`src/rtl/vector_to_image_pkg.sv`:
```
// Shared widths and FSM encoding for the image row writer and its matching row reader.
package vector_to_image_pkg;

    localparam int unsigned WORD_W        = 32;
    localparam int unsigned WORDS_PER_ROW = 32;
    localparam int unsigned ROW_W         = WORD_W * WORDS_PER_ROW;
    localparam int unsigned ROWS          = 32;
    localparam int unsigned ADDR_W        = 5;
    localparam int unsigned CNT_W         = $clog2(WORDS_PER_ROW);

    typedef enum logic [1:0] {
        ST_IDLE  = 2'd0,
        ST_FILL  = 2'd1,
        ST_WRITE = 2'd2,
        ST_DONE  = 2'd3
    } state_t;

endpackage

```
`src/rtl/vector_to_image_if.sv`:
```
// Word stream into the image writer: source holds in_data until in_valid && in_ready.
interface vector_to_image_if;
    import vector_to_image_pkg::*;

    logic              in_valid;
    logic              in_ready;
    logic [WORD_W-1:0] in_data;

    modport master (output in_valid, output in_data, input in_ready);
    modport slave  (input in_valid, input in_data, output in_ready);

endinterface

```
`src/rtl/vector_to_image_row_packer.sv`:
```
// Packs consecutive words into one row, word 0 in the LSBs; row includes the word being loaded.
module vector_to_image_row_packer
    import vector_to_image_pkg::*;
(
    input  logic              clk,
    input  logic              rst_n,
    input  logic              load,
    input  logic              clear,
    input  logic [WORD_W-1:0] in_data,
    output logic [ROW_W-1:0]  row,
    output logic              row_full
);

    logic [ROW_W-1:0] row_q;
    logic [CNT_W-1:0] word_cnt;

    // Merge the incoming word so the last transfer of a row is visible in the same cycle.
    always_comb begin
        row = row_q;
        if (load) begin
            row[32'(word_cnt) * WORD_W +: WORD_W] = in_data;
        end
    end

    assign row_full = (word_cnt == CNT_W'(WORDS_PER_ROW - 1));

    always_ff @(posedge clk or negedge rst_n) begin
        if (!rst_n) begin
            row_q    <= '0;
            word_cnt <= '0;
        end else if (clear) begin
            word_cnt <= '0;
        end else if (load) begin
            row_q    <= row;
            word_cnt <= word_cnt + CNT_W'(1);
        end
    end

endmodule

```
`src/rtl/vector_to_image.sv`:
```
// Collects 32 rows of 32 words each and writes them to port A of the image RAM, rows 0..31.
module vector_to_image
    import vector_to_image_pkg::*;
(
    input  logic                clk,
    input  logic                rst_n,
    input  logic                start,
    output logic                busy,
    output logic                done,
    vector_to_image_if.slave    in_bus,
    output logic                wea,
    output logic [ADDR_W-1:0]   addra,
    output logic [ROW_W-1:0]    dina
);

    state_t            state;
    logic [ADDR_W-1:0] row_cnt;
    logic              xfer;
    logic              pack_clear;
    logic              row_full;
    logic [ROW_W-1:0]  row;

    assign xfer       = in_bus.in_valid && in_bus.in_ready;
    assign pack_clear = ((state == ST_IDLE) && start) || (state == ST_WRITE);

    vector_to_image_row_packer u_packer (
        .clk      (clk),
        .rst_n    (rst_n),
        .load     (xfer),
        .clear    (pack_clear),
        .in_data  (in_bus.in_data),
        .row      (row),
        .row_full (row_full)
    );

    // in_ready is a registered copy of "in FILL", so it never depends on in_valid.
    always_ff @(posedge clk or negedge rst_n) begin
        if (!rst_n) begin
            state           <= ST_IDLE;
            row_cnt         <= '0;
            busy            <= 1'b0;
            done            <= 1'b0;
            in_bus.in_ready <= 1'b0;
            wea             <= 1'b0;
            addra           <= '0;
            dina            <= '0;
        end else begin
            case (state)
                ST_IDLE: begin
                    done <= 1'b0;
                    if (start) begin
                        state           <= ST_FILL;
                        row_cnt         <= '0;
                        busy            <= 1'b1;
                        in_bus.in_ready <= 1'b1;
                    end
                end
                ST_FILL: begin
                    if (xfer && row_full) begin
                        state           <= ST_WRITE;
                        in_bus.in_ready <= 1'b0;
                        wea             <= 1'b1;
                        addra           <= row_cnt;
                        dina            <= row;
                    end
                end
                ST_WRITE: begin
                    wea <= 1'b0;
                    if (row_cnt == ADDR_W'(ROWS - 1)) begin
                        state <= ST_DONE;
                        busy  <= 1'b0;
                        done  <= 1'b1;
                    end else begin
                        state           <= ST_FILL;
                        row_cnt         <= row_cnt + ADDR_W'(1);
                        in_bus.in_ready <= 1'b1;
                    end
                end
                ST_DONE: begin
                    state <= ST_IDLE;
                    done  <= 1'b0;
                end
                default: state <= ST_IDLE;
            endcase
        end
    end

endmodule
```
`src/flat_wrapper.sv`:
```
// flat-port wrapper written by rule: the top's interface ports become plain ports
module vector_to_image_flat import vector_to_image_pkg::*;
  (clk, rst_n, start, busy, done, wea, addra, dina, in_bus_in_valid, in_bus_in_data, in_bus_in_ready);
  vector_to_image_if in_bus_i ();
  input  logic clk;
  input  logic rst_n;
  input  logic start;
  output logic busy;
  output logic done;
  output logic wea;
  output logic [ADDR_W-1:0] addra;
  output logic [ROW_W-1:0] dina;
  input wire logic [$bits(in_bus_i.in_valid)-1:0] in_bus_in_valid;
  input wire logic [$bits(in_bus_i.in_data)-1:0] in_bus_in_data;
  output wire logic [$bits(in_bus_i.in_ready)-1:0] in_bus_in_ready;
  assign in_bus_i.in_valid = in_bus_in_valid;
  assign in_bus_i.in_data = in_bus_in_data;
  assign in_bus_in_ready = in_bus_i.in_ready;
  vector_to_image u_core (.clk(clk), .rst_n(rst_n), .start(start), .busy(busy), .done(done), .in_bus(in_bus_i), .wea(wea), .addra(addra), .dina(dina));
endmodule
```
`config.mk`:
```
export PLATFORM = sky130hd
export DESIGN_NAME = vector_to_image_flat
export DESIGN_NICKNAME = d
export VERILOG_FILES = /design/src/rtl/vector_to_image_pkg.sv /design/src/rtl/vector_to_image_if.sv /design/src/rtl/vector_to_image_row_packer.sv /design/src/rtl/vector_to_image.sv /design/src/flat_wrapper.sv
export SDC_FILE = /design/constraint.sdc
export NUM_CORES = 2
export LEC_CHECK = 0
export CAP_MARGIN = 5
export CORE_AREA = 8 8 412 414
export CTS_CLUSTER_SIZE = 14
export DETAILED_ROUTE_END_ITERATION = 16
export DIE_AREA = 0 0 420 422
export GPL_TIMING_DRIVEN = 0
export PLACE_DENSITY = 0.79
export SLEW_MARGIN = 20
export SYNTH_ARGS = -nofsm -noshare
export SYNTH_HDL_FRONTEND = slang
export SYNTH_SLANG_ARGS = --single-unit
```
`constraint.sdc`:
```
create_clock -name clk -period 10.1 [get_ports clk]
set_clock_uncertainty 0.15 [all_clocks]
set_input_delay 1.01 -clock clk [delete_from_list [all_inputs] [get_ports clk]]
set_output_delay 1.01 -clock clk [all_outputs]
set_load 0.03 [all_outputs]
```
==> impl_metrics.json <==
{
  "status": "finished clean",
  "setup-violations-final": 0,
  "drv_cap": 0,
  "worst_pin_slew_ns": 1.32,
  "postSynthCellCount": 8431,
  "p_per_area_mw_per_mm2": 189,
  "path_class": "reg2reg",
  "p_leak_nw": 50.4,
  "drive_above_1_share": 0.156,
  "tns_ns": 0,
  "cp_data_required_time_ns": 10.71,
  "htreeDepth": 4,
  "postSynthRegisterBits": 2069,
  "cts_buffer_depth": 3,
  "cts_root_buf": "clkbuf_16",
  "crit_arrival_ns": 7.55,
  "synth-edff-count": 0,
  "gp_congestion": 1.02,
  "synth_nets": 8477,
  "ant_nets": 0,
  "first_pass_iters": 9,
  "num_rows": 149,
  "postCtsSetupRepairBufs": 0,
  "hold_viol": 0,
  "fin_crit_sh": 0.687,
  "initial_core_util": 0.561,
  "grt_pass1_wl_mm": 594,
  "synth-main-ff-cell": "dfrtp_1",
  "gr-total-overflow": 0,
  "syn_to_final_growth_pct": 23.1,
  "cp-start-kind": "flip-flop",
  "numCtsBuffers": 210,
  "synth_area_mm2": 0.0917,
  "drc": 0,
  "die_width_um": 420,
  "ys_seq_area_frac": 0.565,
  "antenna_found_initial": 43,
  "multi_input_area_mm2": 0.0359,
  "final_nets": 9774,
  "ys_types": 57,
  "synthArstFlopShare": 1.00,
  "first_global_vias": 80511,
  "numPortBuffers": 1066,
  "vias": 83319,
  "fmax_mhz": 144,
  "fin_ws_ns": 3.16,
  "vdd_drop_max_v": 0.000217,
  "avgSynthCellArea_um2": 10.9,
  "dp_hpwl_mm": 319,
  "cts_sinks": 2069,
  "endpoint_kind": "flip-flop",
  "dpl_worst_slack_ns": 3.46,
  "slew_headroom": 0.119,
  "seqCellArea_mm2": 0.0518,
  "die_area_mm2": 0.177,
  "cts.clk_slew.worst_paths_ns": 0.06,
  "core_region_area_mm2": 0.163,
  "routed_via_density": 6.88,
  "nFillCells": 12215,
  "clkLatencyLatePin_ns": 0.89,
  "grt_max_degree": 150,
  "die_h_um": 422,
  "tritoncts": "done",
  "grtUsageTotal": 0.463,
  "finalCriticalPeriod_ns": 6.94,
  "hold_path.class": "reg2reg",
  "io_pins": 1069,
  "rsz0062_at_grt": "false",
  "cp_max_fo": 10,
  "yosys_warnings": 0,
  "wl_per_cell_um": 35.2,
  "postRouteWirelength_mm": 425,
  "maxSlewViolCount": 0,
  "drt_iter0_drc": 12185
}
-- flip-flops by register name (all words and copies together) (netlist names) --
name and count:
u_core.addra 5, u_core.dina 1024, u_core.u_packer.row_q 1024, u_core.u_packer.word_cnt 5, u_core.in_bus.in_ready 1, u_core.state 2
u_core.wea 1, u_core.row_cnt 5, u_core.busy 1, u_core.done 1
-- path summary, 6_finish.rpt --
path | cells past startpoint | to | slack, ns | start
max in group asynchronous | 7 | u_core.u_packer.row_q[257] | 5.80 | rst_n
worst min register to register | 2 | u_core.addra[1] | 0.33 | u_core.addra[1]
worst max register to register | 16 | u_core.dina[56] | 3.16 | u_core.u_packer.word_cnt[0]
min in group asynchronous | 2 | u_core.dina[552] | 0.64 | rst_n
worst max-delay path | 16 | u_core.dina[56] | 3.16 | u_core.u_packer.word_cnt[0]
worst min-delay path | 2 | u_core.addra[1] | 0.33 | u_core.addra[1]
-- where the power goes --
| group | leakage, nW | total (W) | internal [W] | switching (W) |
|---|---|---|---|---|
| clock | 3.52 | 0.00819 | 0.00470 | 0.00349 |
| sequential | 28.9 | 0.00847 | 0.00839 | 0.0000744 |
| combinational | 18.0 | 0.00462 | 0.000690 | 0.00393 |
| total | 50.4 | 0.0213 | 0.0138 | 0.00749 |
-- metal layers --
metal  global-route usage  share of wire
met4                0.431           0.12
met3                0.157           0.13
met1                0.556           0.34
met2                0.651           0.42
met5                    0        0.00096
-- kinds of logic (layout without fill, tap and decap cells) --
family,count (synthesis),count (layout),synth area share
AND/OR/NAND/NOR,2278,2278,0.110
flip-flops,2069,2069,0.565
AO/OA/AOI/OAI,2041,2041,0.152
multiplexers,1034,1034,0.127
buffers and inverters,994,2455,0.0440
adder cells (fa/ha/maj),10,10,0.00136
XOR/XNOR,5,5,0.000642
other,0,22,0
-- critical path: stages (launching register included) --
cell and delay (ns):
dfrtp_1 0.39, buf_2 0.27, buf_2 0.30, clkbuf_1 0.58
buf_1 0.62, inv_1 0.10, ha_1 0.33, nand2b_1 0.18
nor2_1 0.06, ha_1 0.33, clkbuf_1 0.45, nand3_1 0.44
nor3_1 0.32, clkbuf_1 0.98, clkbuf_1 0.77, a21oi_1 0.21
a221o_1 0.30
-- synth_stat cells, types with 3 or more instances --
cell type     n  area share
a221o_1     342       0.037
mux2_1       91       0.011
a21oi_1     478       0.026
or3b_2        6     0.00057
mux2_2      910        0.11
inv_1       162      0.0066
nand4_1     180       0.012
nor2b_1       4     0.00027
o21ai_1       4     0.00022
dfrtp_1    2069        0.56
o21ai_0     328       0.018
nand3b_1      8     0.00066
nand2b_1      6     0.00041
and2_1       48      0.0033
nor3_1      203       0.011
buf_1        56      0.0023
nor3_2       14      0.0015
o211ai_1    302       0.025
a21o_1        5     0.00041
or4_1        12     0.00098
a2111oi_0     6     0.00057
clkbuf_1    574       0.024
and3_1       12     0.00082
buf_2       187       0.010
buf_4        13      0.0011
o221ai_1    128       0.012
o31ai_1      97      0.0079
ha_1         10      0.0014
nor2_1      675       0.028
a31oi_1     326       0.022
mux2i_1      33      0.0036
a22o_1        6     0.00057
nand3_2       3     0.00033
a41oi_1      14      0.0013
nand2_1     801       0.033
nand3_1     291       0.016
-- cells in the final DEF, fill, tap and decap left out, types with 187 or more instances in the layout --
cell / n
clkdlybuf4s50_1: 1065
a21oi_1: 478
nor2_1: 675
mux2_2: 910
dfrtp_1: 2069
buf_2: 187
nand3_1: 291
o21ai_0: 328
a221o_1: 342
a31oi_1: 326
clkbuf_1: 580
clkbuf_16: 214
nand2_1: 800
o211ai_1: 302
nor3_1: 199
-- metrics by stage --
stage               instances  hold slack [ns]  total power (W)  instance area (µm²)   util
floorplan                8431            0.301           0.0107                91700      -
global placement        11686            0.310           0.0129               105000  0.643
detailed placement      11703            0.317           0.0129               106000  0.646
CTS                     12080            0.330           0.0209               113000  0.689
global route            12093            0.348           0.0216               113000  0.690
finish                  12103            0.332           0.0213               113000  0.690
-- area by class of cell --
type / count / share of cell area
inverters: 162 / 0.00539
clock inverters: 77 / 0.00863
well taps: 2189 / 0.0243
diodes: 22 / 0.000488
multi-input cells: 5368 / 0.318
flip-flops and latches: 2069 / 0.459
repair buffers: 1085 / 0.0988
clock buffers: 299 / 0.0545
plain buffers: 832 / 0.0307
-- timing repair --
item	CTS	global route
resized for setup	0	0
hold endpoints to repair	39	0
hold buffers	1	0
No activity file was read; power rests on OpenSTA's default activity.
